<file path="config.mk">
export PLATFORM = sky130hd
export DESIGN_NAME = vram_port
export DESIGN_NICKNAME = d
export VERILOG_FILES = /design/src/rtl/vram_pkg.sv /design/src/rtl/vram_req_arm.sv /design/src/rtl/vram_port.sv
export SDC_FILE = /design/constraint.sdc
export NUM_CORES = 1
export LEC_CHECK = 0
export CORE_ASPECT_RATIO = 0.75
export CORE_MARGIN = 1.5
export CORE_UTILIZATION = 40
export CTS_BUF_LIST = sky130_fd_sc_hd__clkbuf_8
export DETAILED_ROUTE_END_ITERATION = 8
export GPL_TIMING_DRIVEN = 0
export PLACE_DENSITY = 0.89
export SYNTH_ARGS = -nofsm -noshare
export SYNTH_HDL_FRONTEND = slang
export SYNTH_SLANG_ARGS = --single-unit
</file>
<file path="constraint.sdc">
create_clock -name clk -period 1.4 [get_ports clk]
set_input_delay 0.28 -clock clk [delete_from_list [all_inputs] [get_ports clk]]
set_output_delay 0.28 -clock clk [all_outputs]
set_load 0.02 [all_outputs]
</file>
<file path="src/rtl/vram_pkg.sv">
// Shared definitions for the video SRAM port.
// Holds the FSM state encoding, the default number of SRAM wait states and
// the inactive level of the active-low SRAM strobes.
package vram_pkg;

  typedef enum logic [2:0] {
    StIdle    = 3'd0,
    StVidRd   = 3'd1,
    StVidDone = 3'd2,
    StCpuRd   = 3'd3,
    StCpuWr   = 3'd4,
    StCpuDone = 3'd5
  } state_e;

  localparam int unsigned WaitStatesDefault = 1;
  localparam int unsigned WaitCntW          = 3;

  // SRAM strobes are active low.
  localparam logic StrobeOff = 1'b1;
  localparam logic StrobeOn  = 1'b0;

endpackage

</file>
<file path="src/rtl/vram_req_arm.sv">
// Per-requester armed flag and eligibility.
// A level request is eligible only while armed; the flag clears when the
// requester's access completes and re-arms whenever the line is seen low, so a
// request line held high across its completion is not serviced a second time.
//   clk, rst   : clock, synchronous active-high reset (reset arms the flag)
//   req_i      : request level from the requester
//   done_i     : high in the completion cycle of this requester's access
//   eligible_o : request may be accepted by the arbiter this cycle
module vram_req_arm
  import vram_pkg::*;
(
  input  logic clk,
  input  logic rst,
  input  logic req_i,
  input  logic done_i,
  output logic eligible_o
);

  logic armed_q, armed_d;

  // A low line wins over completion so a dropped request re-arms immediately.
  always_comb begin
    armed_d = armed_q;
    if (!req_i) begin
      armed_d = 1'b1;
    end else if (done_i) begin
      armed_d = 1'b0;
    end
  end

  always_ff @(posedge clk) begin
    if (rst) begin
      armed_q <= 1'b1;
    end else begin
      armed_q <= armed_d;
    end
  end

  assign eligible_o = req_i & armed_q;

endmodule

</file>
<file path="src/rtl/vram_port.sv">
// SRAM responder shared by the video fetch interface and the CPU bus.
// Arbitrates video reads (strict priority) and CPU byte reads/writes onto a
// single external 64 KB asynchronous SRAM. All outputs are registered; the
// strobes follow the FSM state one cycle later, with SA/sram_do captured on
// the edge that enters an access so address and data lead the strobes.
//   clk, rst             : clock, synchronous active-high reset
//   VAD, vram_cs         : video read address / request level
//   VDI, vram_complete   : video read data / one-cycle completion pulse
//   cpu_cs, cpu_rw       : CPU request level, 1 = read / 0 = write
//   cpu_AD, cpu_DI       : CPU address / write data
//   cpu_DO, cpu_ready    : CPU read data / one-cycle completion pulse
//   SA, sram_do, sram_di : SRAM address, write data, read data
//   sram_oe              : drive enable for the SRAM data pins
//   SCE_n, SOE_n, SWE_n  : SRAM chip, output and write enables (active low)
module vram_port
  import vram_pkg::*;
#(
  parameter int unsigned WAIT_STATES = WaitStatesDefault
) (
  input  logic        clk,
  input  logic        rst,
  input  logic [15:0] VAD,
  input  logic        vram_cs,
  output logic [7:0]  VDI,
  output logic        vram_complete,
  input  logic        cpu_cs,
  input  logic        cpu_rw,
  input  logic [15:0] cpu_AD,
  input  logic [7:0]  cpu_DI,
  output logic [7:0]  cpu_DO,
  output logic        cpu_ready,
  output logic [15:0] SA,
  output logic [7:0]  sram_do,
  input  logic [7:0]  sram_di,
  output logic        sram_oe,
  output logic        SCE_n,
  output logic        SOE_n,
  output logic        SWE_n
);

  localparam logic [WaitCntW-1:0] LastWait = WaitCntW'(WAIT_STATES);

  state_e state_q, state_d;
  logic [WaitCntW-1:0] wait_q, wait_d;
  logic is_wr_q, is_wr_d;
  logic [15:0] sa_q, sa_d;
  logic [7:0] sdo_q, sdo_d;
  logic [7:0] vdi_q, vdi_d;
  logic [7:0] cdo_q, cdo_d;
  logic vcmp_q, vcmp_d;
  logic crdy_q, crdy_d;
  logic oe_q, oe_d;
  logic sce_n_q, sce_n_d;
  logic soe_n_q, soe_n_d;
  logic swe_n_q, swe_n_d;

  logic vid_elig, cpu_elig;
  logic vid_done, cpu_done;

  assign vid_done = (state_q == StVidDone);
  assign cpu_done = (state_q == StCpuDone);

  vram_req_arm u_vid_arm (
    .clk        (clk),
    .rst        (rst),
    .req_i      (vram_cs),
    .done_i     (vid_done),
    .eligible_o (vid_elig)
  );

  vram_req_arm u_cpu_arm (
    .clk        (clk),
    .rst        (rst),
    .req_i      (cpu_cs),
    .done_i     (cpu_done),
    .eligible_o (cpu_elig)
  );

  // Next state, wait counter and access registers.
  always_comb begin
    state_d = state_q;
    wait_d  = wait_q;
    is_wr_d = is_wr_q;
    sa_d    = sa_q;
    sdo_d   = sdo_q;
    unique case (state_q)
      StIdle: begin
        wait_d = '0;
        if (vid_elig) begin
          state_d = StVidRd;
          sa_d    = VAD;
          is_wr_d = 1'b0;
        end else if (cpu_elig) begin
          sa_d    = cpu_AD;
          is_wr_d = ~cpu_rw;
          if (cpu_rw) begin
            state_d = StCpuRd;
          end else begin
            state_d = StCpuWr;
            sdo_d   = cpu_DI;
          end
        end
      end
      StVidRd: begin
        if (wait_q == LastWait) begin
          state_d = StVidDone;
        end else begin
          wait_d = wait_q + 1'b1;
        end
      end
      StCpuRd, StCpuWr: begin
        if (wait_q == LastWait) begin
          state_d = StCpuDone;
        end else begin
          wait_d = wait_q + 1'b1;
        end
      end
      StVidDone, StCpuDone: begin
        state_d = StIdle;
      end
      default: begin
        state_d = StIdle;
      end
    endcase
  end

  // Registered pin and completion outputs, decoded from the current state.
  always_comb begin
    sce_n_d = StrobeOff;
    soe_n_d = StrobeOff;
    swe_n_d = StrobeOff;
    oe_d    = 1'b0;
    vcmp_d  = 1'b0;
    crdy_d  = 1'b0;
    vdi_d   = vdi_q;
    cdo_d   = cdo_q;
    unique case (state_q)
      StVidRd, StCpuRd: begin
        sce_n_d = StrobeOn;
        soe_n_d = StrobeOn;
      end
      StCpuWr: begin
        sce_n_d = StrobeOn;
        swe_n_d = StrobeOn;
        oe_d    = 1'b1;
      end
      StVidDone: begin
        // sram_di still reflects the last strobed read cycle here.
        vcmp_d = 1'b1;
        vdi_d  = sram_di;
      end
      StCpuDone: begin
        crdy_d = 1'b1;
        // Keep driving write data one cycle past SWE_n rising for hold time.
        oe_d   = is_wr_q;
        if (!is_wr_q) begin
          cdo_d = sram_di;
        end
      end
      default: begin
      end
    endcase
  end

  always_ff @(posedge clk) begin
    if (rst) begin
      state_q <= StIdle;
      wait_q  <= '0;
      is_wr_q <= 1'b0;
      sa_q    <= '0;
      sdo_q   <= '0;
      vdi_q   <= '0;
      cdo_q   <= '0;
      vcmp_q  <= 1'b0;
      crdy_q  <= 1'b0;
      oe_q    <= 1'b0;
      sce_n_q <= StrobeOff;
      soe_n_q <= StrobeOff;
      swe_n_q <= StrobeOff;
    end else begin
      state_q <= state_d;
      wait_q  <= wait_d;
      is_wr_q <= is_wr_d;
      sa_q    <= sa_d;
      sdo_q   <= sdo_d;
      vdi_q   <= vdi_d;
      cdo_q   <= cdo_d;
      vcmp_q  <= vcmp_d;
      crdy_q  <= crdy_d;
      oe_q    <= oe_d;
      sce_n_q <= sce_n_d;
      soe_n_q <= soe_n_d;
      swe_n_q <= swe_n_d;
    end
  end

  assign VDI           = vdi_q;
  assign vram_complete = vcmp_q;
  assign cpu_DO        = cdo_q;
  assign cpu_ready     = crdy_q;
  assign SA            = sa_q;
  assign sram_do       = sdo_q;
  assign sram_oe       = oe_q;
  assign SCE_n         = sce_n_q;
  assign SOE_n         = soe_n_q;
  assign SWE_n         = swe_n_q;

endmodule
</file>
**After elaboration in Yosys (flattened, before gate mapping)**

Index checks and enable logic that the tools add are counted.

- Register bits: 55
- Word-level logic and storage cells: 64

- Add/sub/neg operators: 1
- Equality and inequality tests: 10
- Muxes and demuxes: 18
- Bitwise gates (word level): 7
- Reductions and logical operators: 13

Operators by type and width:

| kind | number |
|---|---|
| 16-bit 2-to-1 mux | 2 |
| 3-bit 2-to-1 mux | 6 |
| 3-bit one-hot mux with 3 select lines | 1 |
| 2-bit OR reduction | 4 |
| 1-bit 2-to-1 mux | 7 |
| 3-bit by 1-bit equality test with 1-bit output, second input constant | 2 |
| 3-bit by 2-bit equality test with 1-bit output, second input constant | 2 |
| 3-bit equality test, second input constant | 2 |
| 2-bit inequality test, second input constant | 3 |
| 3-bit one-hot mux with 2 select lines | 1 |
| 2-bit AND reduction | 3 |
| 1-bit inverter | 5 |
| 4-bit AND reduction | 1 |
| 2-bit nonzero test | 2 |
| 3-bit by 1-bit adder with 3-bit output, second input constant | 1 |
| 3-bit zero test | 1 |
| 3-bit by 2-bit inequality test with 1-bit output, second input constant | 1 |
| 3-bit AND reduction | 1 |
| 3-bit OR reduction | 1 |
| 1-bit AND | 2 |
| 1-bit one-hot mux with 2 select lines | 1 |

**Longest topological paths before layout**

- Depth in word-level cells: 4
- Depth in mapped cells: 7

**Cells and area by module**

Synthesis repeated with hierarchy kept, for this count alone.

- Cells, all modules: 239
- Area, all modules: 2361.0 µm²

By module, submodules not included:

| module | instances | cells each | area each (µm²) |
|---|---|---|---|
| vram_port | 1 | 231 | 2280.9 |
| vram_req_arm | 2 | 4 | 40.0 |

**Least setup slack after synthesis**

Ideal clock, no wire load.

- Path type: register -> register
- Start point: register u_vid_arm.armed_q
- End point: register sa_q[1] (netlist: SA[1])
- Library setup time: 88 ps
- Arrival: 1337 ps
- Required time: 1312 ps
- Path slack: -26 ps
- Cell stages (with the launch flop): 8
- Path through: dfxtp_1 buf_2 a22o_1 buf_6 and2_4 buf_6 buf_6 a311oi_2

- Longest elaborated chain between the ends: 3
- Elaborated cells between the ends (all ways): 4
- Those cells by class: mux (1); bitwise (1); reduce/logical (2)

RTL lines:

| what | RTL line | text |
|---|---|---|
| from (decl) | vram_req_arm.sv:19 | `logic armed_q, armed_d;` |
| from (signal assigned) | vram_req_arm.sv:35 | `armed_q <= armed_d;` |
| 1-bit AND * | vram_req_arm.sv:39 | `assign eligible_o = req_i & armed_q;` |
| 2-bit nonzero test (no line) | n/a |  |
| 2-bit AND reduction (no line) | n/a |  |
| to (signal assigned) | vram_port.sv:170 | `sa_q <= '0;` |
| to (signal assigned) | vram_port.sv:184 | `sa_q <= sa_d;` |
| to (decl) | vram_port.sv:46 | `logic [15:0] sa_q, sa_d;` |

Mark *: on every way between the ends. The rest lies on a longest branch, timed or not.
A chain may end at the register's enable or synchronous reset.

**Worst setup path after layout**

- Start point: register state_q[2]
- End point: register cdo_q[2] (netlist: cpu_DO[2])

- Longest elaborated chain between the ends: 2

RTL lines:

| what | RTL line | text |
|---|---|---|
| from (decl) | vram_port.sv:43 | `state_e state_q, state_d;` |
| from (signal assigned) | vram_port.sv:167 | `state_q <= StIdle;` |
| from (signal assigned) | vram_port.sv:181 | `state_q <= state_d;` |
| 3-bit equality test | vram_port.sv:137 | `unique case (state_q)` |
| 2-bit AND reduction (no line) | n/a |  |
| to (signal assigned) | vram_port.sv:187 | `cdo_q <= cdo_d;` |
| to (decl) | vram_port.sv:49 | `logic [7:0] cdo_q, cdo_d;` |

No other way between the ends.

==> metrics.txt <==
FF+latch count, synth=55; post-route clock period utilization=0.985; post-route cell area=0.00393 mm²; RSZ-0062 raised after global routing=true; fill count=465; top post-synthesis cells by area=dfxtp_1 (45%), mux2i_1 (9.8%), a311oi_2 (6.1%), nand2b_1 (4.6%), nand3_1 (3.7%); Min Hold Slack=0.317 ns; CTS clk-pin slew, worst paths=0.10 ns; synth warn=0; placed instance area=~0.0035 mm²; Fin. Hold Viols=0; Net count, final=427; Overflow after GRT=0; Die ar.=0.00660 mm²; pwr dens=1120 mW/mm²; Combinational Power Share=0.314; fin. max-slew vios=0; DRT iter0 DRCs=146; Tmin final=1.38 ns; fin cells=about 450; Antenna diodes=0; Final GP Congestion=about 0.77; clock root cell=clkbuf_8; global-route wire length before repair=around 11000 µm; Post-DRT Antenna Nets=0; count of cell types in the netlist=40; Global Route Usage Sum=0.217; largest net degree at the start of global routing=17; clock latency at the later pin of the worst-skew pair=about 0.30 ns; Post-CTS Hold Fix Bufs=0; Wirelength per Cell=around 16 µm; Yosys top cell area share=0.450; initial core utilization=0.418; P_leak=1.65 nW; IO Count=99; dpl hpwl=slightly below 5000 µm; share of cells above drive strength 1=0.217; Synth Instances=~260; Seq pwr share=0.409; number of iterations in the first detailed-routing pass=4; Cell Area, Synth=around 0.0024 mm²; Syn-to-layout area delta=60.8%; clock tree sinks=55; Setup crit end kind=flip-flop; vias in the first global route=2411; sequential share of the synthesized area=0.450; Setup Viol. Count Final=0; clk buf depth=2; Buffers on Ports=97; Max VDD drop=0.000639 V; total power=4.39 mW; Vias/cell=approximately 5.4; # rows=24; MaxCap Viol Count=0; kind of critical path=flip-flop to flip-flop; Core ar.=a little under 0.006 mm²; clock skew=approximately 0.0033 ns; register-to-register setup slack=~0.021 ns; worst slew pin tran=0.497 ns; CTS Buf Count=5; Routed WL=about 7200 µm; post-layout util=0.672; H-tree levels=2; Die Ht=70.7 µm; largest area contributor in the netlist=dfxtp_1; critical-path maximum fanout=8; CTS tree=done; HP Class=primary input to flip-flop; chip width=93.3 µm; Required @ worst endpoint=1.60 ns; Worst EP arrival=1.58 ns; Max-slew headroom=0.669; via count=2428; initial antenna violation count=0; maximum clock rate=725 MHz; power share of the clock group=0.276; Switch Pwr=1.27 mW; drt drc=0; Inst Count DP=430; Int Pwr=3.12 mW; syn_area_per_cell=around 9.6 µm²; Post-Synthesis Net Count=310; status=finished, final reports clean; Startpoint Class=flip-flop; switching portion of total power=0.290
## metrics by stage
step / worst slack (ns) / setup TNS [ns]
5_1_grt: -0.0574 / -0.323
4_1_cts: -0.0102 / -0.0141
3_3_place_gp: -0.660 / -23.77
3_5_place_dp: -0.704 / -25.14
2_1_floorplan: -0.00502 / -0.0499
6_report: 0.0209 / 0
## per-layer routing
metal  share of wire  GRT usage
met4           0.012     0.0556
met5               0          0
met3           0.074     0.0527
met2            0.49      0.373
met1            0.42      0.273
## flip-flops by register name (all words and copies together), names as in the netlist
signal / count
vram_complete: 1
SWE_n: 1
VDI: 8
u_cpu_arm.armed_q: 1
cpu_DO: 8
sram_do: 8
sram_oe: 1
wait_q: 3
SCE_n: 1
u_vid_arm.armed_q: 1
state_q: 3
SOE_n: 1
SA: 16
is_wr_q: 1
cpu_ready: 1
## power by group through the flow
stage	registers, mW	clock network [mW]	logic [mW]
global route	1.81	1.30	1.47
finish	1.80	1.21	1.38
CTS	1.79	1.23	1.26
detailed placement	1.82	0	1.19
floorplan	1.95	0	0.555
global placement	1.81	0	1.16
## worst max-delay path, cell delays in order, from the launching register on
cell      delay (ns)
dfxtp_2         0.37
buf_8           0.13
nor4bb_4        0.30
buf_6           0.20
mux2i_1         0.20
nor2_1          0.06
## worst paths after layout
| path | startpoint | end | depth (start not counted) |
|---|---|---|---|
| worst max-delay path | state_q[2] | cpu_DO[2] | 5 |
| worst min-delay path | vram_cs | SA[9] | 3 |
| worst max register to register | state_q[2] | cpu_DO[2] | 5 |
| worst min register to register | sram_do[0] | sram_do[0] | 2 |
## layout make-up
| cell class | count | area [µm²] | share of cell area |
|---|---|---|---|
| clock buffers | 5 | 68.8 | 0.0175 |
| plain buffers | 20 | 178 | 0.0452 |
| clock inverters | 3 | 63.8 | 0.0162 |
| inverters | 6 | 22.5 | 0.00573 |
| repair buffers | 114 | 1070 | 0.271 |
| flip-flops and latches | 55 | 1110 | 0.282 |
| well taps | 78 | 97.6 | 0.0248 |
| multi-input cells | 170 | 1330 | 0.337 |
## timing repair
item / in CTS / in global routing
buffers inserted: 9 / 5
endpoints found under the setup margin: 91 / 45
cloned: 1 / 2
gates resized for setup: 87 / 31
pin swaps: 6 / 5
## cell usage in the layout (no fill, tap or decap), types with 2 or more instances in the layout
cell type	synthesis	layout
a311oi_2	10	12
nand3_1	18	18
buf_4	0	17
clkbuf_1	11	2
dlygate4sd2_1	0	47
bufinv_16	0	2
nand2b_1	18	17
a21oi_1	17	8
nand2_1	18	18
clkdlybuf4s50_1	0	49
dfxtp_4	0	2
dfxtp_2	0	2
buf_6	4	6
a311oi_1	6	4
nor2_1	19	19
clkbuf_2	0	3
a22o_1	2	2
nand3b_1	4	4
nor2b_1	4	3
clkbuf_8	0	6
a21boi_0	2	2
a21oi_2	0	9
inv_1	6	7
a31oi_1	2	2
mux2i_1	24	24
clkbuf_4	0	4
o21ai_0	2	2
dfxtp_1	55	51
nand4b_1	2	2
## kinds of logic after synthesis
logic type,Yosys count,share of synthesized area
simple gates,92,0.201
flops,55,0.450
compound gates,52,0.179
buf+inv,30,0.0624
mux,24,0.0982
fa+ha+maj,2,0.0102
## synth_stat cells (all sizes together)
cell      n
dfxtp    55
mux2i    24
nor2     19
nand2    18
nand2b   18
nand3    18
a21oi    17
a311oi   16
buf      13
clkbuf   11
inv       6
nand3b    4
nor2b     4
nor3b     3
a21boi    2
a22o      2
a31oi     2
and2      2
ha        2
nand4b    2
o21ai     2
a2111oi   1
a21bo     1
a21o      1
a221o     1
a2bb2oi   1
and4      1
nor3      1
nor4b     1
nor4bb    1
o21a      1
o21ba     1
o21bai    1
o22ai     1
o2bb2ai   1
o41ai     1
No activity file was read; power rests on OpenSTA's default activity.
